[src/rtl/sign_mag_accumulator_if.sv]
// Operand/result bus for the sign-magnitude block accumulator.
// Both channels use valid/ready: a beat moves on a rising edge when valid && ready; the source holds its payload steady until then.
interface sign_mag_accumulator_if #(
  parameter int N = 8
);
  logic         in_valid;
  logic         in_ready;
  logic [N-1:0] in_data;
  logic         in_sub;
  logic         out_valid;
  logic         out_ready;
  logic [N-1:0] out_data;
  logic         out_ovf;

  modport master (
    output in_valid, in_data, in_sub, out_ready,
    input  in_ready, out_valid, out_data, out_ovf
  );

  modport slave (
    input  in_valid, in_data, in_sub, out_ready,
    output in_ready, out_valid, out_data, out_ovf
  );
endinterface

[src/rtl/sign_mag_accumulator.sv]
// Sums DEPTH sign-magnitude operands per block and presents the result with a sticky overflow flag.
// The result is held in DONE until it is taken; the accumulator restarts from +0 for every block.
module sign_mag_accumulator #(
  parameter int N     = 8,
  parameter int DEPTH = 4,
  parameter int SAT   = 1
) (
  input  logic                 clk,
  input  logic                 rst,
  sign_mag_accumulator_if.slave bus,
  output logic [1:0]           dbg_state_o
);
  localparam int M  = N - 1;
  localparam int CW = (DEPTH > 1) ? $clog2(DEPTH) : 1;

  typedef enum logic [1:0] {
    IDLE = 2'd0,
    ACC  = 2'd1,
    DONE = 2'd2
  } state_t;

  state_t         state_q, state_d;
  logic           acc_sign_q, acc_sign_d;
  logic [M-1:0]   acc_mag_q, acc_mag_d;
  logic [CW-1:0]  cnt_q, cnt_d;
  logic           ovf_q, ovf_d;

  logic           accept;
  logic           transfer;
  logic           op_sign;
  logic [M-1:0]   op_mag;
  logic [N-1:0]   sum;
  logic           res_sign;
  logic [M-1:0]   res_mag;
  logic           res_ovf;

  assign bus.in_ready  = (state_q != DONE) && !rst;
  assign bus.out_valid = (state_q == DONE) && !rst;
  assign bus.out_data  = {acc_sign_q, acc_mag_q};
  assign bus.out_ovf   = ovf_q;
  assign dbg_state_o   = state_q;

  assign accept   = bus.in_valid && bus.in_ready;
  assign transfer = bus.out_valid && bus.out_ready;

  // A -0 operand collapses to +0, so in_sub only flips non-zero magnitudes.
  always_comb begin
    op_mag   = bus.in_data[M-1:0];
    op_sign  = (op_mag != '0) && (bus.in_data[N-1] ^ bus.in_sub);
    sum      = {1'b0, acc_mag_q} + {1'b0, op_mag};
    res_sign = acc_sign_q;
    res_mag  = acc_mag_q;
    res_ovf  = 1'b0;
    if (acc_sign_q == op_sign) begin
      res_ovf = sum[N-1];
      res_mag = (sum[N-1] && (SAT != 0)) ? {M{1'b1}} : sum[M-1:0];
    end else if (acc_mag_q >= op_mag) begin
      res_mag = acc_mag_q - op_mag;
    end else begin
      res_sign = op_sign;
      res_mag  = op_mag - acc_mag_q;
    end
    if (res_mag == '0) res_sign = 1'b0;
  end

  always_comb begin
    state_d    = state_q;
    acc_sign_d = acc_sign_q;
    acc_mag_d  = acc_mag_q;
    cnt_d      = cnt_q;
    ovf_d      = ovf_q;
    case (state_q)
      IDLE, ACC: begin
        if (accept) begin
          acc_sign_d = res_sign;
          acc_mag_d  = res_mag;
          ovf_d      = ovf_q | res_ovf;
          if (cnt_q == CW'(DEPTH - 1)) begin
            state_d = DONE;
            cnt_d   = '0;
          end else begin
            state_d = ACC;
            cnt_d   = cnt_q + CW'(1);
          end
        end
      end
      DONE: begin
        if (transfer) begin
          state_d    = IDLE;
          acc_sign_d = 1'b0;
          acc_mag_d  = '0;
          cnt_d      = '0;
          ovf_d      = 1'b0;
        end
      end
      default: state_d = IDLE;
    endcase
  end

  always_ff @(posedge clk) begin
    if (rst) begin
      state_q    <= IDLE;
      acc_sign_q <= 1'b0;
      acc_mag_q  <= '0;
      cnt_q      <= '0;
      ovf_q      <= 1'b0;
    end else begin
      state_q    <= state_d;
      acc_sign_q <= acc_sign_d;
      acc_mag_q  <= acc_mag_d;
      cnt_q      <= cnt_d;
      ovf_q      <= ovf_d;
    end
  end
endmodule

[src/flat_wrapper.sv]
// flat-port wrapper written by rule: the top's interface ports become plain ports
module sign_mag_accumulator_flat 
#(
  parameter int N     = 8,
  parameter int DEPTH = 4,
  parameter int SAT   = 1
)
  (clk, rst, dbg_state_o, bus_in_valid, bus_in_data, bus_in_sub, bus_out_ready, bus_in_ready, bus_out_valid, bus_out_data, bus_out_ovf);
  sign_mag_accumulator_if #(.N(N)) bus_i ();
  input  logic clk;
  input  logic rst;
  output logic [1:0] dbg_state_o;
  input wire logic [$bits(bus_i.in_valid)-1:0] bus_in_valid;
  input wire logic [$bits(bus_i.in_data)-1:0] bus_in_data;
  input wire logic [$bits(bus_i.in_sub)-1:0] bus_in_sub;
  input wire logic [$bits(bus_i.out_ready)-1:0] bus_out_ready;
  output wire logic [$bits(bus_i.in_ready)-1:0] bus_in_ready;
  output wire logic [$bits(bus_i.out_valid)-1:0] bus_out_valid;
  output wire logic [$bits(bus_i.out_data)-1:0] bus_out_data;
  output wire logic [$bits(bus_i.out_ovf)-1:0] bus_out_ovf;
  assign bus_i.in_valid = bus_in_valid;
  assign bus_i.in_data = bus_in_data;
  assign bus_i.in_sub = bus_in_sub;
  assign bus_i.out_ready = bus_out_ready;
  assign bus_in_ready = bus_i.in_ready;
  assign bus_out_valid = bus_i.out_valid;
  assign bus_out_data = bus_i.out_data;
  assign bus_out_ovf = bus_i.out_ovf;
  sign_mag_accumulator #(.N(N), .DEPTH(DEPTH), .SAT(SAT)) u_core (.clk(clk), .rst(rst), .bus(bus_i), .dbg_state_o(dbg_state_o));
endmodule
[config.mk]
export PLATFORM = sky130hd
export DESIGN_NAME = sign_mag_accumulator_flat
export DESIGN_NICKNAME = d
export VERILOG_FILES = /design/src/rtl/sign_mag_accumulator_if.sv /design/src/rtl/sign_mag_accumulator.sv /design/src/flat_wrapper.sv
export SDC_FILE = /design/constraint.sdc
export NUM_CORES = 1
export LEC_CHECK = 0
export ABC_AREA = 1
export BUFFER_PORTS_ARGS = -buffer_cell sky130_fd_sc_hd__buf_2
export CORE_ASPECT_RATIO = 1.2
export CORE_MARGIN = 5
export CORE_UTILIZATION = 58
export CTS_CLUSTER_DIAMETER = 40
export DETAILED_ROUTE_END_ITERATION = 10
export GPL_TIMING_DRIVEN = 1
export HOLD_SLACK_MARGIN = 0.08
export PLACE_DENSITY = 0.8
export SLEW_MARGIN = 20
export SYNTH_ARGS = -nofsm -noshare
export SYNTH_HDL_FRONTEND = slang
export SYNTH_SLANG_ARGS = --single-unit
[constraint.sdc]
create_clock -name clk -period 2.1 [get_ports clk]
set_input_delay 0.42 -clock clk [delete_from_list [all_inputs] [get_ports clk]]
set_output_delay 0.42 -clock clk [all_outputs]
set_load 0.005 [all_outputs]
==> results.sh <==
export IMPL_outcome="complete, but fails checks"
export IMPL_violations="setup timing"
export IMPL_synthCells=305
export IMPL_overflow=0
export IMPL_period_needed_ns=2.204
export IMPL_die_y_um=72.19
export IMPL_synth_seq_area_share=0.1392
export IMPL_die_area_um2=4463
export IMPL_p_per_area_nw_per_um2=518.7
export IMPL_cts_made_buffers=3
export IMPL_antenna_found_initial=0
export IMPL_initial_core_util=0.6063
export IMPL_cts_buffer_depth=2
export IMPL_cpLargestDelayFamily="simple AND/OR/NAND/NOR gates"
export IMPL_synth_area_um2=1869
export IMPL_setup_violations=2
export IMPL_tns_ns=-0.1244
export IMPL_diodes=0
export IMPL_cts_sinks=13
export IMPL_clkSlewWorstSetupHoldPaths_ns=0.07
export IMPL_route_detailed_drc=0
export IMPL_vias=2702
export IMPL_tightest_slew_ns=0.3830
export IMPL_criticalPathCategory="flop to flop"
export IMPL_grt_pass1_vias=2511
export IMPL_worstPathMaxFanout=8
export IMPL_clockRootBuffer="clkbuf_4"
export IMPL_wl_per_cell_um=19.52
export IMPL_end_kind="flop"
export IMPL_slew_headroom=0.7444
export IMPL_cp_data_arrival_time_ns=2.38
export IMPL_finalHoldViolations=0
export IMPL_fin_nets=436
export IMPL_final_cells=433
export IMPL_die_x_um=61.83
export IMPL_max_cap_violations=0
export IMPL_slowest_stage="dfxtp_1"
export IMPL_crit_chain="inv_1, ha_4, nand2_1, nand2_2, a21oi_2, nand3_4, nand2_1, nand3_2, nand2_1, nand2_1, nor2_1, nand2_1, nand2_1, a21oi_2"
export IMPL_crit_top_cell="nand2_1"
export IMPL_ir_drop_mv=0.5856
export IMPL_routabilityCongestion=0.9891
export IMPL_fmax_mhz=453.8
export IMPL_track_usage=0.3087
export IMPL_grt_max_degree=15
export IMPL_cts_tree="built"
export IMPL_via_per_inst=6.240
export IMPL_cp_num_buf_inv=1
export IMPL_hold_class="input port to flop"
export IMPL_wirelength_um=8452
export IMPL_power_leakage_nw=1.503
export IMPL_ys_ff_latch=13
export IMPL_grt_pass1_wl_um=10530
export IMPL_drt_initial_drc_count=432
export IMPL_rows=22
export IMPL_finalMaxSlewViolations=0
export IMPL_syn_to_final_growth_pct=50.60
export IMPL_htree_levels=1
export IMPL_place_hpwl_um=5048
export IMPL_finClkSkew_ns=0.004307
export IMPL_period_share=1.049
export IMPL_whs_ns=0.4435
export IMPL_dpl_cell_count=420
export IMPL_pre_cts_slack_ns=-0.2780
export IMPL_coreArea_um2=3083
export IMPL_avgSynthCellArea_um2=6.129
export IMPL_synth_warning_count=0
export IMPL_critical_path_max_stage_delay_ns=0.36
export IMPL_synth_nets=343
export IMPL_io_pins=26
export IMPL_utilization=0.9131
export IMPL_layout_setup_ws_ns=-0.1036
export IMPL_portBuffers=25
export IMPL_ant_nets=0
export IMPL_synth_distinct_cells=31
export IMPL_clock_latency_ns=0.29
export IMPL_layout_drive_gt1_share=0.4509
export IMPL_cp_data_required_time_ns=2.28
export IMPL_dr_pass1_iters=8
export IMPL_cp_start_kind="flop"
==> layout make-up <==
type                            instances  area [um2]
Clock buffer                            4       26.28
Sequential cell                        13       266.5
Multi-Input combinational cell        236        1614
Inverter                               48       185.2
Timing Repair Buffer                   96       678.2
Fill cell                             120       267.8
Tap cell                               36       45.04
==> path summary, 6_finish.rpt <==
check	cells past startpoint	slack [ns]	endpoint	start
setup / recovery	14	-0.10	u_core.acc_sign_q	u_core.acc_mag_q[4]
hold / removal	4	0.44	u_core.dbg_state_o[0]	bus_in_valid
setup reg to reg	14	-0.10	u_core.acc_sign_q	u_core.acc_mag_q[4]
hold reg to reg	2	0.50	u_core.cnt_q[1]	u_core.cnt_q[1]
==> metrics by stage <==
step	total power [W]	instance area, um2
2_1_floorplan	0.0007262	1869
3_3_place_gp	0.001034	2445
3_5_place_dp	0.001057	2445
4_1_cts	0.001251	2555
5_1_grt	0.001539	2815
6_report	0.001460	2815
==> repair_timing <==
| item | 4_1_cts | 5_1_grt |
|---|---|---|
| hold buffers | 0 | 0 |
| setup endpoints to repair | 3 | 6 |
| endpoints found under the hold margin | 0 | 0 |
| resized for setup | 18 | 49 |
| pin swaps | 3 | 21 |
| buffers inserted | 0 | 10 |
==> synth_stat cells <==
library cell  count  share of area
inv_2             7          0.014
xor2_1            4          0.019
o21ai_0           3         0.0080
o211a_1           1         0.0054
o21ai_1           2         0.0054
a21oi_2           2         0.0094
nand3_2           3          0.016
nand4_1           9          0.030
nor3_1            2         0.0054
xnor2_1           1         0.0047
ha_1             22           0.15
dfxtp_1          13           0.14
a211oi_1          1         0.0040
a21oi_4           1         0.0087
inv_1            40          0.080
nand2_1          93           0.19
o21bai_1          1         0.0040
buf_4             4          0.016
nor2_1           18          0.036
nand3_1          33          0.088
nand2_4           2          0.012
buf_6             2          0.012
nor2_4            1         0.0060
nand2_2           9          0.030
a21oi_1          19          0.051
fa_1              3          0.032
nor2_2            4          0.013
and2_4            1         0.0047
inv_4             1         0.0033
clkbuf_1          2         0.0040
a31oi_1           1         0.0033
==> cell usage in the layout (no fill, tap or decap), drive strengths merged <==
| cell type | instances |
|---|---|
| xor2 | 4 |
| nand4 | 9 |
| nand2 | 104 |
| o21bai | 1 |
| nor3 | 2 |
| a21oi | 22 |
| inv | 48 |
| and2 | 1 |
| a31oi | 1 |
| buf | 96 |
| clkbuf | 4 |
| nor2 | 23 |
| xnor2 | 1 |
| o211a | 1 |
| nand3 | 36 |
| dfxtp | 13 |
| o21ai | 5 |
| fa | 3 |
| ha | 22 |
| a211oi | 1 |
==> kinds of logic after synthesis <==
group                      Yosys count  share of synthesized area
DFF                                 13                     0.1392
adders and majority gates           25                     0.1794
AOI/OAI and AO/OA                   31                    0.09907
buffers and inverters               56                     0.1299
xor gates and xnor gates             5                    0.02343
and+or+nand+nor                    175                     0.4290
==> worst reg2reg max path, cell delays in order, from the launching register on <==
cell and delay (ns):
dfxtp_1 0.36, inv_1 0.10, ha_4 0.27, nand2_1 0.11, nand2_2 0.09, a21oi_2 0.22, nand3_4 0.17, nand2_1 0.14
nand3_2 0.13, nand2_1 0.11, nand2_1 0.07, nor2_1 0.10, nand2_1 0.08, nand2_1 0.08, a21oi_2 0.05
==> registers in the layout, indices dropped and copies added, names as in the netlist <==
signal	count
u_core.cnt_q	2
u_core.dbg_state_o	2
u_core.bus.out_ovf	1
u_core.acc_mag_q	7
u_core.acc_sign_q	1
==> where the power goes <==
group	total (W)	switching [W]	internal [W]
clock network	0.000156	0.0000823	0.0000741
registers	0.000282	0.0000173	0.000264
logic	0.00102	0.000576	0.000447
==> per-layer routing <==
metal	global-route usage	vias up	share of wire
met1	0.3438	1197	0.34
met5	0	-	0
met2	0.5250	279	0.47
met4	0.2170	0	0.080
met3	0.03203	73	0.11
li1	-	1153	-
No activity file was read; power rests on OpenSTA's default activity.
